## config.mk

```make
export PLATFORM = sky130hd
export DESIGN_NAME = imem_loader
export DESIGN_NICKNAME = d
export VERILOG_FILES = /design/src/rtl/imem_loader.sv
export SDC_FILE = /design/constraint.sdc
export NUM_CORES = 1
export LEC_CHECK = 0
export CORE_AREA = 2 2 99 101
export CTS_BUF_LIST = sky130_fd_sc_hd__clkbuf_16
export DETAILED_ROUTE_END_ITERATION = 16
export DIE_AREA = 0 0 101 103
export GPL_TIMING_DRIVEN = 0
export PLACE_DENSITY_LB_ADDON = 0.08
export SYNTH_ARGS = -nofsm -noshare
export SYNTH_HDL_FRONTEND = slang
export SYNTH_SLANG_ARGS = --single-unit
```

## constraint.sdc

```tcl
create_clock -name clk -period 4 [get_ports clk]
set_input_delay 1.2 -clock clk [delete_from_list [all_inputs] [get_ports clk]]
set_output_delay 1.2 -clock clk [all_outputs]
set_load 0.01 [all_outputs]
```

## src/rtl/imem_loader.sv

```systemverilog
`default_nettype none
// ============================================================================
// Module   : imem_loader
// Purpose  : Writer end of the instruction-memory interface. Receives a
//            program as a byte stream (16-bit big-endian word count header
//            followed by big-endian 32-bit words) and writes the words to
//            consecutive word addresses starting at 0. Holds the CPU in reset
//            until a complete, valid image has been loaded.
// Ports    : clk, rst          clock / synchronous active-high reset
//            start             1-cycle load request (honoured in IDLE/DONE/ERR)
//            in_valid/in_data  byte stream in, accepted when in_ready is high
//            in_ready          loader accepts a byte this cycle
//            wr_en/addr/data   imem write port, one strobe per word
//            cpu_hold          active-high reset request to the CPU core
//            busy/done/err     load status levels
//            words_loaded      words written in the current/last load
// Revision : 1.0  initial release
// ============================================================================
module imem_loader #(
    parameter int ADDR_W  = 10,
    parameter int DEPTH   = 1024,
    parameter int TIMEOUT = 100000
) (
    input  logic              clk,
    input  logic              rst,
    input  logic              start,
    input  logic              in_valid,
    input  logic [7:0]        in_data,
    output logic              in_ready,
    output logic              wr_en,
    output logic [ADDR_W-1:0] wr_addr,
    output logic [31:0]       wr_data,
    output logic              cpu_hold,
    output logic              busy,
    output logic              done,
    output logic              err,
    output logic [ADDR_W:0]   words_loaded
);

    localparam logic [2:0] c_ST_IDLE   = 3'd0;
    localparam logic [2:0] c_ST_HDR_HI = 3'd1;
    localparam logic [2:0] c_ST_HDR_LO = 3'd2;
    localparam logic [2:0] c_ST_DATA   = 3'd3;
    localparam logic [2:0] c_ST_DONE   = 3'd4;
    localparam logic [2:0] c_ST_ERR    = 3'd5;

    // Idle timer only has to reach TIMEOUT-1 before the abort fires.
    localparam int                 c_TMR_W    = (TIMEOUT > 1) ? $clog2(TIMEOUT) : 1;
    localparam logic [c_TMR_W-1:0] c_TMR_LAST = c_TMR_W'(TIMEOUT - 1);

    logic [2:0]          r_state;
    logic [2:0]          w_next_state;
    logic [15:0]         r_count;
    logic [1:0]          r_byte_idx;
    logic [23:0]         r_word_buf;
    logic [ADDR_W-1:0]   r_word_idx;
    logic [c_TMR_W-1:0]  r_timer;
    logic                r_wr_en;
    logic [ADDR_W-1:0]   r_wr_addr;
    logic [31:0]         r_wr_data;
    logic [ADDR_W:0]     r_words_loaded;
    logic                r_cpu_hold;

    logic                w_in_ready;
    logic                w_accept;
    logic                w_start_ok;
    logic [15:0]         w_hdr_count;
    logic                w_hdr_bad;
    logic                w_word_done;
    logic                w_last_word;
    logic                w_timeout;

    assign w_accept    = in_valid && w_in_ready;
    assign w_start_ok  = start && ((r_state == c_ST_IDLE) || (r_state == c_ST_DONE) ||
                                   (r_state == c_ST_ERR));
    assign w_hdr_count = {r_count[15:8], in_data};
    assign w_hdr_bad   = (w_hdr_count == 16'd0) || (32'(w_hdr_count) > 32'(DEPTH));
    assign w_word_done = w_accept && (r_state == c_ST_DATA) && (r_byte_idx == 2'd3);
    assign w_last_word = (32'(r_word_idx) == (32'(r_count) - 32'd1));
    // Fires on the TIMEOUT-th consecutive cycle without an accepted byte;
    // in_ready is high in every loading state, so it doubles as "loading".
    assign w_timeout   = (TIMEOUT != 0) && w_in_ready && !w_accept && (r_timer == c_TMR_LAST);

    // ------------------------------------------------------------------
    // State register
    // ------------------------------------------------------------------
    always_ff @(posedge clk) begin
        if (rst) begin
            r_state <= c_ST_IDLE;
        end else begin
            r_state <= w_next_state;
        end
    end

    // ------------------------------------------------------------------
    // Next-state logic
    // ------------------------------------------------------------------
    always_comb begin
        w_next_state = r_state;
        case (r_state)
            c_ST_IDLE, c_ST_DONE, c_ST_ERR: begin
                if (start) w_next_state = c_ST_HDR_HI;
            end
            c_ST_HDR_HI: begin
                if (w_accept)       w_next_state = c_ST_HDR_LO;
                else if (w_timeout) w_next_state = c_ST_ERR;
            end
            c_ST_HDR_LO: begin
                if (w_accept)       w_next_state = w_hdr_bad ? c_ST_ERR : c_ST_DATA;
                else if (w_timeout) w_next_state = c_ST_ERR;
            end
            c_ST_DATA: begin
                if (w_word_done && w_last_word) w_next_state = c_ST_DONE;
                else if (w_timeout)             w_next_state = c_ST_ERR;
            end
            default: w_next_state = c_ST_IDLE;
        endcase
    end

    // ------------------------------------------------------------------
    // State-decoded outputs
    // ------------------------------------------------------------------
    always_comb begin
        w_in_ready = 1'b0;
        busy       = 1'b0;
        done       = 1'b0;
        err        = 1'b0;
        case (r_state)
            c_ST_HDR_HI, c_ST_HDR_LO, c_ST_DATA: begin
                w_in_ready = 1'b1;
                busy       = 1'b1;
            end
            c_ST_DONE: done = 1'b1;
            c_ST_ERR:  err  = 1'b1;
            default: ;
        endcase
    end

    // ------------------------------------------------------------------
    // Datapath: header capture, word assembly, write port, timer
    // ------------------------------------------------------------------
    always_ff @(posedge clk) begin
        if (rst) begin
            r_count        <= '0;
            r_byte_idx     <= '0;
            r_word_buf     <= '0;
            r_word_idx     <= '0;
            r_timer        <= '0;
            r_wr_en        <= 1'b0;
            r_wr_addr      <= '0;
            r_wr_data      <= '0;
            r_words_loaded <= '0;
            r_cpu_hold     <= 1'b1;
        end else begin
            // Write fires the cycle after the 4th byte of a word is taken.
            r_wr_en <= w_word_done;
            if (w_word_done) begin
                r_wr_addr  <= r_word_idx;
                r_wr_data  <= {r_word_buf, in_data};
                r_word_idx <= r_word_idx + ADDR_W'(1);
            end

            if (r_wr_en) r_words_loaded <= r_words_loaded + (ADDR_W + 1)'(1);

            if (w_accept) begin
                case (r_state)
                    c_ST_HDR_HI: r_count[15:8] <= in_data;
                    c_ST_HDR_LO: r_count[7:0]  <= in_data;
                    c_ST_DATA: begin
                        r_byte_idx <= r_byte_idx + 2'd1;
                        case (r_byte_idx)
                            2'd0:    r_word_buf[23:16] <= in_data;
                            2'd1:    r_word_buf[15:8]  <= in_data;
                            2'd2:    r_word_buf[7:0]   <= in_data;
                            default: ;
                        endcase
                    end
                    default: ;
                endcase
            end

            if (w_in_ready) begin
                r_timer <= w_accept ? '0 : (r_timer + c_TMR_W'(1));
            end

            // Release the CPU one cycle after DONE is entered, unless a
            // new load is being requested at the same time.
            r_cpu_hold <= !((r_state == c_ST_DONE) && !start);

            if (w_start_ok) begin
                r_words_loaded <= '0;
                r_byte_idx     <= '0;
                r_word_idx     <= '0;
                r_timer        <= '0;
            end
        end
    end

    assign in_ready     = w_in_ready;
    assign wr_en        = r_wr_en;
    assign wr_addr      = r_wr_addr;
    assign wr_data      = r_wr_data;
    assign cpu_hold     = r_cpu_hold;
    assign words_loaded = r_words_loaded;

endmodule
`default_nettype wire

```

==> metrics.txt <==
status=finished clean; clk slew on worst S/H paths=0.05 ns; hold buffers post-CTS=0; pin count of the biggest net entering global routing=17; crit path launch type=input pin; Root Driver=clkbuf_16; WL/cell=14.7 um; share of cells above drive strength 1=5.01%; Slew Viols, Final=0; P&R area growth vs syn=26.0%; TritonCTS Buffers=17; die area=10400 sq um; CTS tree=yes; Nets=787; Final GP Congestion=0.870; # fillers=766; Initial Util=57.2%; antenna-violating nets left=0; Final Cycle Share=80.3%; post-synth top area share=47.0%; First-pass DRT Iterations=6; Pleak=2.30 nW; CTS Buffer Depth=2; Clock Sinks=127; number of distinct library cells after synthesis=48; total track usage=26.0%; CP endpoint kind=flip-flop; post-CTS setup buffer count=0; initial drt markers=209; Cells after Synth=679; crit path DAT=3.56 ns; number of vias per cell=5.57; Worst-Skew Late Latency=0.41 ns; vias in the first global route=4530; required time worst endpoint=4.35 ns; slew margin rel.=30.0%; setup TNS=0 ns; Ys Warns=0; Max-Cap Viols=0; crit-path max FO=10; Worst VDD drop=0.000202 V; antenna violations before repair=0; Ports=71; Max Fclk=311 MHz; core area=9460 sq um; worst setup margin=0.788 ns; Avg Inst Size Synth=7.97 sq um; DIE HEIGHT=103 um; sequential fraction of the synthesis area=47.0%; PortBufs=69; post-route minimum period=3.21 ns; Slew @ Worst Pin=1.04 ns; ANT cells=0; htree depth=4; Std-Cell Rows=36; die width=101 um; largest cells by area after synthesis=dfxtp_1, nand2_1, a21oi_1; drt total wl=13.1 mm; Fin. Hold Viols=0; Async SR Flop Fraction=0%; Post-synth EDFFs=0; final-report setup violation count=0; DR DRC count=0; Design Power=2.94 mW; syn nets=699; power density cells=431 nW/um^2; Post-DP HPWL=9.06 mm; ys flop type=dfxtp_1; Synth area leader=dfxtp_1; Seq cells post-synth=127; gr ovfl total=0; vias post-DR=4965; CTS resizes=0; setup repair after global routing missed its margin=false; hold crit path type=reg2reg; CP Class=in2reg; Place WS=0.409 ns; Worst Skew=0.00814 ns; first-pass GRT wire length=21.1 mm; Cell Area, Synth=5410 sq um
-- layout by cell type, fill, tap and decap left out, drive strengths merged, types with 5 or more instances in the layout --
master         count
o21ai             10
xnor2             18
clkbuf            47
clkinvlp           5
nand4             10
nor2              48
xor2              26
nand2            168
clkinv             5
nor3               9
or3               10
and3               9
nor4               6
dfxtp            127
ha                 8
a21o               5
clkdlybuf4s50     69
buf               10
a21oi             95
inv               12
a31oi              5
nand3             36
-- power breakdown --
part	leakage, nW	switching (mW)	total, mW	internal, mW
registers	1.02	0.00943	1.28	1.27
clock network	0.265	0.537	1.50	0.961
logic	1.01	0.102	0.158	0.0561
total	2.30	0.649	2.94	2.29
-- final cells by class --
cell class / count / area [sq um] / share of cell area (%)
repair buffers: 69 / 691 / 10.1
plain buffers: 40 / 164 / 2.40
inverters: 12 / 45.0 / 0.660
flip-flops and latches: 127 / 2540 / 37.3
clock buffers: 17 / 425 / 6.24
well taps: 114 / 143 / 2.09
clock inverters: 13 / 149 / 2.18
multi-input cells: 500 / 2660 / 39.0
-- critical path, stage by stage --
cell	delay [ns]
clkdlybuf4s50_1	0.48
clkbuf_1	0.35
nand2_1	0.12
nor3_1	0.81
o31ai_1	0.19
a21o_1	0.23
o31ai_1	0.07
a21o_1	0.11
-- cells by family after synthesis --
group	synth area share [%]
and+or+nand+nor	26.7
AOI/OAI and AO/OA	13.2
DFF	47.0
buffers and inverters	3.86
xor gates and xnor gates	7.12
adders and majority gates	1.85
muxes	0.370
-- registers in the layout, summed over array words and instances (netlist names) --
name          count
wr_data          32
r_word_buf       24
r_timer          17
r_count          16
words_loaded     11
r_word_idx       10
wr_addr          10
r_state           3
r_byte_idx        2
cpu_hold          1
wr_en             1
-- routing by layer --
metal	global-route usage (%)	up-vias	wire (um)
met2	44.1	151	6330
met3	5.42	19	721
met1	33.3	2323	5810
met4	8.63	0	208
li1	-	2472	-
met5	0	-	0
-- metrics by stage --
step | hold slack, ns | std cells | util (%) | instance area [sq um]
final | 0.451 | 892 | 72.1 | 6820
after global routing | 0.470 | 892 | 72.1 | 6820
after CTS | 0.454 | 892 | 72.1 | 6820
after detailed placement | 0.446 | 862 | 66.0 | 6250
after global placement | 0.443 | 862 | 66.0 | 6250
after floorplan | 0.432 | 679 | - | 5410
-- worst paths after layout --
| kind | startpoint | end | slack [ns] | cells past startpoint |
|---|---|---|---|---|
| worst min register to register | wr_data[7] | wr_data[7] | 0.45 | 2 |
| worst max register to register | r_count[0] | r_state[0] | 1.61 | 8 |
| worst max-delay path | in_valid | r_state[2] | 0.79 | 8 |
| worst min-delay path | wr_data[7] | wr_data[7] | 0.45 | 2 |
-- synthesized netlist by cell type, types with 2 or more instances --
cell	count
nand2_1	168
dfxtp_1	127
a21oi_1	95
nor2_1	47
nand3_1	36
clkbuf_1	30
xor2_1	26
xnor2_1	18
inv_1	10
nand4_1	10
or3_1	10
and3_1	9
o21ai_0	9
ha_1	8
nor3_1	7
buf_1	6
a21o_1	5
a31oi_1	5
nor2b_1	4
nor4_1	4
and4_1	3
o31ai_1	3
a2111o_1	2
a211oi_1	2
and2_1	2
buf_2	2
inv_2	2
mux2i_1	2
nand2b_1	2
nor3_2	2
nor4_2	2
nor4b_1	2
o21bai_1	2
or3b_1	2
or4_1	2
(Power assumes the default switching activity.)
